[src/rtl/pid_pkg.sv]
`default_nettype none
// ============================================================================
// Module      : pid_pkg
// Description : Shared widths, FSM/operand-select encodings and output
//               saturation helper for the PID compute stage.
// Revision    : 1.0 - initial release
// ============================================================================
package pid_pkg;

    localparam int GAIN_W  = 6;
    localparam int DATA_W  = 8;
    localparam int ERR_W   = 9;
    localparam int DER_W   = 10;
    localparam int INT_W   = 12;
    localparam int ACC_W   = 20;
    localparam int MUL_A_W = GAIN_W + 1;
    localparam int PROD_W  = MUL_A_W + INT_W;

    localparam int c_ctl_min = 0;
    localparam int c_ctl_max = 255;

    typedef enum logic [2:0] {
        ST_IDLE  = 3'd0,
        ST_ERR   = 3'd1,
        ST_MUL_P = 3'd2,
        ST_MUL_I = 3'd3,
        ST_MUL_D = 3'd4,
        ST_OUT   = 3'd5
    } pid_state_t;

    typedef enum logic [1:0] {
        SEL_P = 2'd0,
        SEL_I = 2'd1,
        SEL_D = 2'd2
    } mac_sel_t;

    // Clamp a signed, already-scaled accumulator value into the 8-bit control range.
    function automatic logic [DATA_W-1:0] sat_control(input logic signed [ACC_W-1:0] s);
        logic signed [ACC_W-1:0] v_lo;
        logic signed [ACC_W-1:0] v_hi;
        v_lo = ACC_W'(c_ctl_min);
        v_hi = ACC_W'(c_ctl_max);
        if (s < v_lo) begin
            return DATA_W'(c_ctl_min);
        end else if (s > v_hi) begin
            return DATA_W'(c_ctl_max);
        end else begin
            return s[DATA_W-1:0];
        end
    endfunction

endpackage
`default_nettype wire

[src/rtl/pid_mac.sv]
`default_nettype none
// ============================================================================
// Module      : pid_mac
// Description : Single shared signed 7x12 multiplier with 20-bit accumulator,
//               time-multiplexed over the P, I and D terms.
// Revision    : 1.0 - initial release
// ============================================================================
module pid_mac
    import pid_pkg::*;
(
    input  logic                     clk,
    input  logic                     rst,
    input  logic                     ena,
    input  logic                     clear,
    input  logic                     accumulate,
    input  mac_sel_t                 sel,
    input  logic [GAIN_W-1:0]        k_p,
    input  logic [GAIN_W-1:0]        k_i,
    input  logic [GAIN_W-1:0]        k_d,
    input  logic signed [ERR_W-1:0]  err,
    input  logic signed [INT_W-1:0]  integ,
    input  logic signed [DER_W-1:0]  der,
    output logic signed [ACC_W-1:0]  acc
);

    logic signed [MUL_A_W-1:0] w_gain;
    logic signed [INT_W-1:0]   w_operand;
    logic signed [PROD_W-1:0]  w_prod;
    logic signed [ACC_W-1:0]   w_prod_ext;
    logic signed [ACC_W-1:0]   r_acc;

    // Gains are unsigned, so a zero MSB makes them non-negative signed operands.
    always_comb begin
        w_gain    = '0;
        w_operand = '0;
        case (sel)
            SEL_P: begin
                w_gain    = {1'b0, k_p};
                w_operand = {{(INT_W-ERR_W){err[ERR_W-1]}}, err};
            end
            SEL_I: begin
                w_gain    = {1'b0, k_i};
                w_operand = integ;
            end
            SEL_D: begin
                w_gain    = {1'b0, k_d};
                w_operand = {{(INT_W-DER_W){der[DER_W-1]}}, der};
            end
            default: begin
                w_gain    = '0;
                w_operand = '0;
            end
        endcase
    end

    assign w_prod     = w_gain * w_operand;
    assign w_prod_ext = {{(ACC_W-PROD_W){w_prod[PROD_W-1]}}, w_prod};

    always_ff @(posedge clk) begin
        if (rst) begin
            r_acc <= '0;
        end else if (ena) begin
            if (clear) begin
                r_acc <= '0;
            end else if (accumulate) begin
                r_acc <= r_acc + w_prod_ext;
            end
        end
    end

    assign acc = r_acc;

endmodule
`default_nettype wire

[src/rtl/pid_core.sv]
`default_nettype none
// ============================================================================
// Module      : pid_core
// Description : Fixed-point PID stage producing one saturated 8-bit control
//               word per accepted sample, six cycles per sample.
// Revision    : 1.0 - initial release
// ============================================================================
module pid_core
    import pid_pkg::*;
#(
    parameter int SHIFT   = 2,
    parameter int INT_MAX = 2047
) (
    input  logic              clk,
    input  logic              rst,
    input  logic              ena,
    input  logic [GAIN_W-1:0] K_p,
    input  logic [GAIN_W-1:0] K_i,
    input  logic [GAIN_W-1:0] K_d,
    input  logic [DATA_W-1:0] setpoint,
    input  logic [DATA_W-1:0] feedback,
    input  logic              sample_valid,
    output logic              busy,
    output logic [DATA_W-1:0] control,
    output logic              control_valid
);

    localparam logic signed [INT_W:0] c_int_hi = (INT_W+1)'(INT_MAX);
    localparam logic signed [INT_W:0] c_int_lo = -c_int_hi;

    pid_state_t r_state;
    pid_state_t w_next;

    logic [DATA_W-1:0]        r_sp;
    logic [DATA_W-1:0]        r_fb;
    logic [GAIN_W-1:0]        r_kp;
    logic [GAIN_W-1:0]        r_ki;
    logic [GAIN_W-1:0]        r_kd;
    // Holds the current error during the multiply phases and serves as e_prev for the next sample.
    logic signed [ERR_W-1:0]  r_err;
    logic signed [DER_W-1:0]  r_der;
    logic signed [INT_W-1:0]  r_integ;
    logic [DATA_W-1:0]        r_control;
    logic                     r_control_valid;

    logic                     w_busy;
    logic                     w_load;
    logic                     w_err_upd;
    logic                     w_mac_clear;
    logic                     w_mac_acc;
    mac_sel_t                 w_mac_sel;
    logic                     w_out;

    logic signed [ERR_W-1:0]  w_err;
    logic signed [DER_W-1:0]  w_der;
    logic signed [INT_W:0]    w_integ_sum;
    logic signed [INT_W-1:0]  w_integ_next;
    logic signed [ACC_W-1:0]  w_acc;
    logic signed [ACC_W-1:0]  w_shifted;

    always_ff @(posedge clk) begin
        if (rst) begin
            r_state <= ST_IDLE;
        end else if (ena) begin
            r_state <= w_next;
        end
    end

    always_comb begin
        w_next = r_state;
        case (r_state)
            ST_IDLE:  if (sample_valid) w_next = ST_ERR;
            ST_ERR:   w_next = ST_MUL_P;
            ST_MUL_P: w_next = ST_MUL_I;
            ST_MUL_I: w_next = ST_MUL_D;
            ST_MUL_D: w_next = ST_OUT;
            ST_OUT:   w_next = ST_IDLE;
            default:  w_next = ST_IDLE;
        endcase
    end

    always_comb begin
        w_busy      = 1'b1;
        w_load      = 1'b0;
        w_err_upd   = 1'b0;
        w_mac_clear = 1'b0;
        w_mac_acc   = 1'b0;
        w_mac_sel   = SEL_P;
        w_out       = 1'b0;
        case (r_state)
            ST_IDLE: begin
                w_busy = 1'b0;
                w_load = sample_valid;
            end
            ST_ERR: begin
                w_err_upd   = 1'b1;
                w_mac_clear = 1'b1;
            end
            ST_MUL_P: begin
                w_mac_acc = 1'b1;
                w_mac_sel = SEL_P;
            end
            ST_MUL_I: begin
                w_mac_acc = 1'b1;
                w_mac_sel = SEL_I;
            end
            ST_MUL_D: begin
                w_mac_acc = 1'b1;
                w_mac_sel = SEL_D;
            end
            ST_OUT: begin
                w_out = 1'b1;
            end
            default: begin
                w_busy = 1'b0;
            end
        endcase
    end

    assign w_err       = $signed({1'b0, r_sp}) - $signed({1'b0, r_fb});
    assign w_der       = {w_err[ERR_W-1], w_err} - {r_err[ERR_W-1], r_err};
    assign w_integ_sum = {r_integ[INT_W-1], r_integ}
                       + {{(INT_W+1-ERR_W){w_err[ERR_W-1]}}, w_err};

    // Anti-windup: saturate, never wrap.
    always_comb begin
        w_integ_next = w_integ_sum[INT_W-1:0];
        if (w_integ_sum > c_int_hi) begin
            w_integ_next = c_int_hi[INT_W-1:0];
        end else if (w_integ_sum < c_int_lo) begin
            w_integ_next = c_int_lo[INT_W-1:0];
        end
    end

    assign w_shifted = w_acc >>> SHIFT;

    always_ff @(posedge clk) begin
        if (rst) begin
            r_sp            <= '0;
            r_fb            <= '0;
            r_kp            <= '0;
            r_ki            <= '0;
            r_kd            <= '0;
            r_err           <= '0;
            r_der           <= '0;
            r_integ         <= '0;
            r_control       <= '0;
            r_control_valid <= 1'b0;
        end else begin
            r_control_valid <= 1'b0;
            if (ena) begin
                if (w_load) begin
                    r_sp <= setpoint;
                    r_fb <= feedback;
                    r_kp <= K_p;
                    r_ki <= K_i;
                    r_kd <= K_d;
                end
                if (w_err_upd) begin
                    r_err   <= w_err;
                    r_der   <= w_der;
                    r_integ <= w_integ_next;
                end
                if (w_out) begin
                    r_control       <= sat_control(w_shifted);
                    r_control_valid <= 1'b1;
                end
            end
        end
    end

    pid_mac u_mac (
        .clk        (clk),
        .rst        (rst),
        .ena        (ena),
        .clear      (w_mac_clear),
        .accumulate (w_mac_acc),
        .sel        (w_mac_sel),
        .k_p        (r_kp),
        .k_i        (r_ki),
        .k_d        (r_kd),
        .err        (r_err),
        .integ      (r_integ),
        .der        (r_der),
        .acc        (w_acc)
    );

    assign busy          = w_busy;
    assign control       = r_control;
    assign control_valid = r_control_valid;

endmodule
`default_nettype wire

[config.mk]
export PLATFORM = sky130hd
export DESIGN_NAME = pid_core
export DESIGN_NICKNAME = d
export VERILOG_FILES = /design/src/rtl/pid_pkg.sv /design/src/rtl/pid_mac.sv /design/src/rtl/pid_core.sv
export SDC_FILE = /design/constraint.sdc
export NUM_CORES = 1
export LEC_CHECK = 0
export BUFFER_PORTS_ARGS = -buffer_cell sky130_fd_sc_hd__buf_2
export CORE_ASPECT_RATIO = 1.2
export CORE_MARGIN = 2
export CORE_UTILIZATION = 40
export DETAILED_ROUTE_END_ITERATION = 10
export GPL_TIMING_DRIVEN = 0
export HOLD_SLACK_MARGIN = 0.12
export PLACE_DENSITY = 0.67
export SETUP_SLACK_MARGIN = 0.5
export SLEW_MARGIN = 20
export SYNTH_ARGS = -nofsm -noshare
export SYNTH_HDL_FRONTEND = slang
export SYNTH_SLANG_ARGS = --single-unit
export TNS_END_PERCENT = 30
[constraint.sdc]
create_clock -name clk -period 16.42 [get_ports clk]
set_clock_uncertainty 0.2 [all_clocks]
set_input_delay 4.926 -clock clk [delete_from_list [all_inputs] [get_ports clk]]
set_output_delay 4.926 -clock clk [all_outputs]
set_load 0.01 [all_outputs]
==> PnR_summary.wiki, run 1 <==
{| class="wikitable"
! Metric !! Value
|-
| Status || complete, no violations
|-
| Fin. Hold Viols || 0
|-
| Post-synthesis instance total || 1063
|-
| Die Wd || 137 um
|-
| Quantity of I/O buffers inserted on ports || 47
|-
| Diodes inserted || 0
|-
| H-tree level count || 3
|-
| Avg Vias per Cell || 5.16
|-
| Data arrival at the endpoint of the critical path || approximately 7200 ps
|-
| Layout Area Growth over Synthesis || 10.4%
|-
| Wl on met1 || a little over 9000 um
|-
| Clock transition at the registers of the reported paths || ~80 ps
|-
| Hold WC Path Type || reg2reg
|-
| Cell depth of the worst flop-to-flop path || 23
|-
| Area contributors post-synth || dfxtp_1 23%, fa_1 17%, ha_1 11%, inv_1 7.2%, a21oi_1 6.5%
|-
| Total buffers and inverters traversed by the critical path || 6
|-
| Initial cell density of the core || 0.407
|-
| Critical path cell sequence || clkbuf_1 > inv_1 > and3_1 > nor2_1 > clkbuf_1 > a21oi_1 > or2_2 > fa_1 > inv_1 > ha_1 > inv_1 > fa_1 > fa_1 > inv_1 > ha_1 > a21o_1 > a311oi_1 > nor2_1 > a2111oi_0 > nor3_1 > a31oi_1 > xnor2_1 > a22o_1
|-
| Die ar. || 22500 um^2
|-
| Worst setup SP type || flop
|-
| WL/cell || 15.3 um
|-
| Critical path class || reg2reg
|-
| Post-DRT Antenna Nets || 0
|-
| Reg2Reg Setup Slack || 9260 ps
|-
| Via Count || 7207
|-
| Remaining Overflow, GRT || 0
|-
| Fill cell total of the finished layout || 2124
|-
| Final worst path period share || 0.436
|-
| Crit. End Element || flop
|-
| Top post-synthesis cells by count || 164 x inv_1, 130 x nor2_1, 111 x a21oi_1
|-
| Maximum number of buffers from clock root to sink || 2
|-
| Fraction of final layout cells sized beyond drive strength 1 || 0.0950
|-
| Max-cap violations || 0
|-
| Number of primary I/O pins || 48
|-
| Delay of the slowest critical-path stage || 580 ps
|-
| Transition time of the tightest slew-check pin || 911 ps
|-
| Data required time at the worst endpoint || about 16000 ps
|-
| Placeable Area || about 21000 um^2
|-
| Yosys top cell by area || dfxtp_1
|-
| Routed wire length on met2 || 10600 um
|-
| Number of sinks driven by the clock tree || 97
|-
| Row count || 58
|-
| Synthesized Nets || 1249
|-
| Max transition margin || 0.390
|-
| Most numerous cell on the critical path || inv_1
|-
| Insertion delay of the later-clocked pin in the worst-skew pair || 370 ps
|-
| #FFs+latches synth || 97
|-
| DP HPWL || 17300 um
|-
| Max stage delay cell, worst path || a2111oi_0
|-
| Pins over their slew limit || 0
|-
| Remaining routing DRC violations || 0
|-
| Power per Cell Area || 73.7 nW/um^2
|-
| End of the worst register-to-register path || u_mac.acc[19]$_SDFFE_PP0P_
|-
| Gate family responsible for the most delay along the worst path || adder cells
|-
| Commonest register cell after synthesis || dfxtp_1
|-
| 1st-pass router iterations || 5
|-
| Endpoints failing setup || 0
|-
| Sum of negative setup slack || 0 ps
|-
| Hold buffer count at cts || 0
|-
| WL met3 || 722 um
|-
| Overall fraction of global-route tracks in use || 0.200
|-
| Setup fix buffers added after clock tree synthesis || 0
|-
| Sum of routed wire length over all layers || 21400 um
|-
| Number of cells traversed by the worst hold path || 2
|-
| Maximum fanout along the worst path || 10
|-
| Number of antenna violations at the first check in global routing || 0
|-
| Cell leakage power || 0.00421 uW
|-
| RSZ-0062 raised after global routing || false
|-
| Tmin final || 7160 ps
|-
| Number of buffers added by the clock tree synthesis step || 9
|-
| Count of flip-flops with a built-in enable after synthesis || 0
|-
| Fraction of post-synthesis cell area in the top cell type by area || 0.228
|-
| First-pass GRT wire length || approximately 35000 um
|-
| Root Buffer Master || clkbuf_16
|-
| Fmax || between 100 and 150 MHz
|-
| Proportion of synthesized chip area in sequential cells || 0.228
|-
| Launch point of the worst reg-to-reg path || r_state[2]$_SDFFE_PP0P_
|-
| Gp weighted congestion || 0.903
|-
| Drt first-iter violations || 325
|-
| Library cell with the highest instance count after synthesis || inv_1
|-
| Netlist Area Pre-Place || 8510 um^2
|-
| Count of warnings emitted by yosys || 0
|-
| Final cell utilization of the core || 0.450
|-
| Worst-case vdd ir drop || 0.0581 mV
|-
| Share of synthesized flip-flops with an asynchronous set or reset || 0
|-
| Hold Path Sink || r_fb[7]$_SDFFE_PP0P_
|-
| Nets || around 1300
|-
| Number of global-route vias before repair || approximately 7000
|-
| Hold path startpoint || r_fb[7]$_SDFFE_PP0P_
|-
| Post-cts gate resize count || 0
|-
| Post-layout power || 693 uW
|-
| Average cell area after synthesis || 8.01 um^2
|-
| Maximum number of pins on one net before global-route repair || 21
|-
| Count of distinct cell types in the synthesized netlist || 60
|-
| Highest metal layer with signal wires || met4
|-
| Die Y-Extent || 164 um
|-
| TritonCTS clock tree || yes
|}
cells by family (layout without fill, tap and decap cells):
family	count (synthesis)	after routing	share of synthesized area
xor+xnor	36	36	0.0370
buf+inv	206	269	0.0919
flops	97	97	0.228
fa+ha+maj	148	148	0.283
simple gates	335	335	0.174
mux	2	2	0.00235
compound gates	239	239	0.184
sequential cells by signal, summed over array words and instances (netlist names):
signal / cells
r_kd: 6
r_sp: 8
r_ki: 6
r_kp: 6
u_mac.acc: 20
r_integ: 12
control: 8
r_fb: 8
control_valid: 1
r_der: 10
r_err: 9
r_state: 3
placed cells by master (no fill, tap or decap), types with 4 or more instances in the layout:
cell and instances:
ha_1 74, buf_2 54, a31oi_1 6, nor3_1 22, nor2b_1 11, a2111oi_0 4
nand4_1 4, dfxtp_1 97, nand2_1 110, clkbuf_16 9, o21bai_1 4, nor2_1 130
o21ai_1 4, and3_1 8, o21ai_0 19, nand3_1 12, xor2_1 12, inv_1 164
or2_2 22, a22oi_1 9, clkbuf_1 33, a22o_1 19, a21o_1 15, a211oi_1 16
xnor2_1 24, fa_1 74, a21oi_1 111
report_power, final:
group / leakage [uW] / switching (uW) / total [uW] / internal [uW]
sequential: 0.000787 / 6.17 / 251 / 244
combinational: 0.00327 / 138 / 222 / 84.1
clock: 0.000150 / 112 / 220 / 109
per-stage QoR:
step / hold slack [ps] / setup WS (ps) / cells / cell area [um^2]
final: 256 / 9260 / 1396 / 9400
after global routing: 273 / 8870 / 1396 / 9400
after CTS: 256 / 9280 / 1396 / 9400
after detailed placement: 246 / 9300 / 1380 / 9090
after global placement: 238 / 9380 / 1380 / 9090
after floorplan: 232 / 10270 / 1063 / 8510
layout make-up:
cell class / count / area [um^2] / area share
Buffer: 42 / 166 / 0.0177
Clock buffer: 9 / 225 / 0.0240
Clock inverter: 7 / 86.3 / 0.00919
Inverter: 164 / 616 / 0.0655
Multi-Input combinational cell: 760 / 5790 / 0.616
Sequential cell: 97 / 1940 / 0.207
Tap cell: 270 / 338 / 0.0359
Timing Repair Buffer: 47 / 235 / 0.0250
how the worst max path moves through the flow:
stage	startpoint	to	slack (ps)	cells past startpoint
after floorplan	r_state[0]$_SDFFE_PP0P_	busy	10270	3
after global placement	r_state[2]$_SDFFE_PP0P_	u_mac.acc[19]$_SDFFE_PP0P_	9380	23
after detailed placement	r_state[2]$_SDFFE_PP0P_	u_mac.acc[19]$_SDFFE_PP0P_	9300	23
after CTS	r_state[2]$_SDFFE_PP0P_	u_mac.acc[19]$_SDFFE_PP0P_	9280	23
after global routing	r_state[2]$_SDFFE_PP0P_	u_mac.acc[19]$_SDFFE_PP0P_	8870	23
final	r_state[2]$_SDFFE_PP0P_	u_mac.acc[19]$_SDFFE_PP0P_	9260	23
worst reg2reg max path: stages (launching register included):
cell       delay (ps)
dfxtp_1           320
clkbuf_1          240
inv_1             190
and3_1            190
nor2_1            460
clkbuf_1          470
a21oi_1           330
or2_2             380
fa_1              540
inv_1              40
ha_1              270
inv_1              60
fa_1              500
fa_1              550
inv_1              40
ha_1              360
a21o_1            200
a311oi_1          260
nor2_1            180
a2111oi_0         580
nor3_1            190
a31oi_1           240
xnor2_1            90
a22o_1            170
routing by layer:
metal,GRT usage,vias up
li1,-,3609
met1,0.246,3409
met2,0.344,150
met3,0.0306,39
met4,0.0904,0
met5,0,-
No activity file was read; power rests on OpenSTA's default activity.
==> run 2, diff against run 1 <==
Settings changed: PLACE_DENSITY 0.67 to 0.69.
Clock period 16.42 ns to 5.95 ns, I/O delays scaled along.
==> PnR_summary.wiki, run 2 (synthesis gave the netlist of run 1 again) <==
{| class="wikitable"
! Metric !! Value
|-
| Cell leakage power || 0.00476 uW (was 0.00421 uW)
|-
| Share of total power in combinational logic || 0.341 (was 0.320)
|-
| Endpoints failing setup || 0 (unchanged)
|-
| Number of sinks driven by the clock tree || 97 (unchanged)
|-
| Number of cells traversed by the worst hold path || 2 (unchanged)
|-
| Number of antenna violations at the first check in global routing || 1 (was 0)
|-
| RSZ-0062 raised after global routing || true (was false)
|-
| Number of buffers added by the clock tree synthesis step || 9 (unchanged)
|-
| Worst setup SP type || flop (unchanged)
|-
| Number of global-route vias before repair || 7943 (was 7087)
|-
| Die Y-Extent || 164 um (unchanged)
|-
| Post-DRT Antenna Nets || 0 (unchanged)
|-
| Hold Path Sink || r_fb[5]$_SDFFE_PP0P_ (was r_fb[7]$_SDFFE_PP0P_)
|-
| Data required time at the worst endpoint || 6020 ps (was 16490 ps)
|-
| Pins over their slew limit || 0 (unchanged)
|-
| Final cell utilization of the core || 0.524 (was 0.450)
|-
| DP Area || 9270 um^2 (was 9090 um^2)
|-
| Via Count || 7898 (was 7207)
|-
| Placeable Area || 20900 um^2 (unchanged)
|-
| Fraction of final layout cells sized beyond drive strength 1 || 0.241 (was 0.0950)
|-
| Fill cell total of the finished layout || 1906 (was 2124)
|-
| 1st-pass router iterations || 7 (was 5)
|-
| Final worst path period share || 0.961 (was 0.436)
|-
| Most common cell after layout, fill and taps aside || inv_1 (unchanged)
|-
| H-tree level count || 3 (unchanged)
|-
| Max-cap violations || 0 (unchanged)
|-
| Maximum fanout along the worst path || 5 (was 10)
|-
| Tmin final || 5720 ps (was 7160 ps)
|-
| TritonCTS clock tree || yes (unchanged)
|-
| Top library cells by usage in the layout, fill and taps aside || 144 x inv_1, 122 x nor2_1, 110 x nand2_1 (was 164 x inv_1, 130 x nor2_1, 111 x a21oi_1)
|-
| Net Sw Power || 739 uW (was 256 uW)
|-
| Insertion delay of the later-clocked pin in the worst-skew pair || 380 ps (was 370 ps)
|-
| Nets || 1381 (was 1307)
|-
| Drt first-iter violations || 507 (was 325)
|-
| Final Non-Filler Cells || 1470 (was 1396)
|-
| Cell internal pwr || 1250 uW (was 437 uW)
|-
| End of the worst register-to-register path || u_mac.acc[19]$_SDFFE_PP0P_ (unchanged)
|-
| Crit. End Element || flop (unchanged)
|-
| Gp weighted congestion || 0.924 (was 0.903)
|-
| Clock transition at the registers of the reported paths || 80 ps (about the same)
|-
| Hold WC Path Type || reg2reg (unchanged)
|-
| Number of primary I/O pins || 48 (unchanged)
|-
| Launch point of the worst reg-to-reg path || r_state[2]$_SDFFE_PP0P_ (unchanged)
|-
| Transition time of the tightest slew-check pin || 792 ps (was 911 ps)
|-
| Seq pwr share || 0.351 (was 0.362)
|-
| Critical path class || reg2reg (unchanged)
|-
| Layout Area Growth over Synthesis || 28.6% (was 10.4%)
|-
| Row count || 58 (unchanged)
|-
| DP HPWL || 17900 um (was 17300 um)
|-
| Maximum number of buffers from clock root to sink || 2 (unchanged)
|-
| Post-layout instance area || 10900 um^2 (was 9400 um^2)
|-
| Status || complete, no violations (unchanged)
|-
| Diodes inserted || 0 (unchanged)
|-
| Hold buffer count at cts || 0 (unchanged)
|-
| Overall fraction of global-route tracks in use || 0.227 (was 0.200)
|-
| Sw Ratio || 0.372 (was 0.369)
|-
| WL/cell || 17.2 um (was 15.3 um)
|-
| Max transition margin || 0.470 (was 0.390)
|-
| Data arrival at the endpoint of the critical path || 5780 ps (was 7220 ps)
|-
| Fin. Hold Viols || 0 (unchanged)
|-
| Initial cell density of the core || 0.407 (unchanged)
|-
| Cell depth of the worst flop-to-flop path || 25 (was 23)
|-
| Avg Vias per Cell || 5.37 (was 5.16)
|-
| Number of flip-flops in the largest register || 20 (unchanged)
|-
| Worst-case vdd ir drop || 0.156 mV (was 0.0581 mV)
|-
| Die ar. || 22500 um^2 (unchanged)
|-
| Power share of the clock group || 0.308 (was 0.318)
|-
| Maximum number of pins on one net before global-route repair || 21 (unchanged)
|-
| Sum of routed wire length over all layers || 25300 um (was 21400 um)
|-
| Remaining routing DRC violations || 0 (unchanged)
|-
| Hold path startpoint || r_fb[5]$_SDFFE_PP0P_ (was r_fb[7]$_SDFFE_PP0P_)
|-
| Quantity of I/O buffers inserted on ports || 47 (unchanged)
|-
| Fmax || 175 MHz (was 140 MHz)
|-
| Reg2Reg Setup Slack || 230 ps (was 9260 ps)
|-
| Die Wd || 137 um (unchanged)
|-
| Power per Cell Area || 181 nW/um^2 (was 73.7 nW/um^2)
|-
| Root Buffer Master || clkbuf_16 (unchanged)
|-
| Remaining Overflow, GRT || 0 (unchanged)
|-
| Total placed cells including tap cells || 1380 (unchanged)
|-
| First-pass GRT wire length || 39700 um (was 35100 um)
|}
run 2: area by class of cell:
type / count / area, um^2 / share of cell area
clock buffers: 9 / 225 / 0.0206
multi-input cells: 760 / 6480 / 0.592
repair buffers: 121 / 931 / 0.0850
plain buffers: 42 / 315 / 0.0288
clock inverters: 7 / 86.3 / 0.00789
flip-flops and latches: 97 / 1950 / 0.178
well taps: 270 / 338 / 0.0309
inverters: 164 / 623 / 0.0569
run 2: routing by layer:
metal  wire [um]  up-vias  GRT usage
met1        9870     3791      0.266
met3        1270       65     0.0309
met2       13000      278      0.400
li1            -     3762          -
met5          11        -          0
met4        1110        2      0.119
run 2: how the worst max path moves through the flow:
| stage | from | to | slack (ps) |
|---|---|---|---|
| finish | r_state[2]$_SDFFE_PP0P_ | u_mac.acc[19]$_SDFFE_PP0P_ | 230 |
| detailed placement | r_state[0]$_SDFFE_PP0P_ | u_mac.acc[18]$_SDFFE_PP0P_ | -440 |
| floorplan | r_state[1]$_SDFFE_PP0P_ | u_mac.acc[15]$_SDFFE_PP0P_ | 480 |
| global placement | r_state[0]$_SDFFE_PP0P_ | u_mac.acc[19]$_SDFFE_PP0P_ | -400 |
| CTS | r_state[2]$_SDFFE_PP0P_ | u_mac.acc[19]$_SDFFE_PP0P_ | 280 |
| global route | r_state[2]$_SDFFE_PP0P_ | u_mac.acc[18]$_SDFFE_PP0P_ | 20 |
run 2: stage by stage:
stage	setup TNS (ps)	hold slack (ps)	setup slack, ps	power [uW]
6_report	0	259	233	1990
2_1_floorplan	0	232	481	1170
3_3_place_gp	-1860	239	-395	1310
5_1_grt	0	275	23.3	2090
4_1_cts	0	258	283	1970
3_5_place_dp	-2260	247	-444	1320
run 2: critical path, cell delays in order, from the launching register on:
cell	delay, ps
dfxtp_2	330
buf_8	110
inv_8	40
and3_4	200
buf_12	130
buf_16	120
buf_4	140
a22o_4	250
a21oi_4	190
buf_4	160
nor2_2	40
fa_1	440
fa_1	480
fa_1	540
inv_1	50
fa_1	530
inv_1	60
ha_4	240
a21oi_4	160
o21ai_2	90
and3_4	210
a2111oi_4	380
nor3_2	100
a31oi_1	180
xnor2_1	80
a22o_1	170
run 2: power groups by stage:
stage	sequential (uW)	combinational (uW)	clock [uW]
detailed placement	707	613	0
floorplan	702	472	0
global placement	706	601	0
finish	697	677	612
global route	700	742	643
CTS	695	655	620
run 2: timing repair:
item / CTS / global route
endpoints found under the setup margin: 13 / 11
buffers inserted: 56 / 14
gates cloned: 4 / 0
gates resized for setup: 111 / 47
pin swaps: 74 / 57
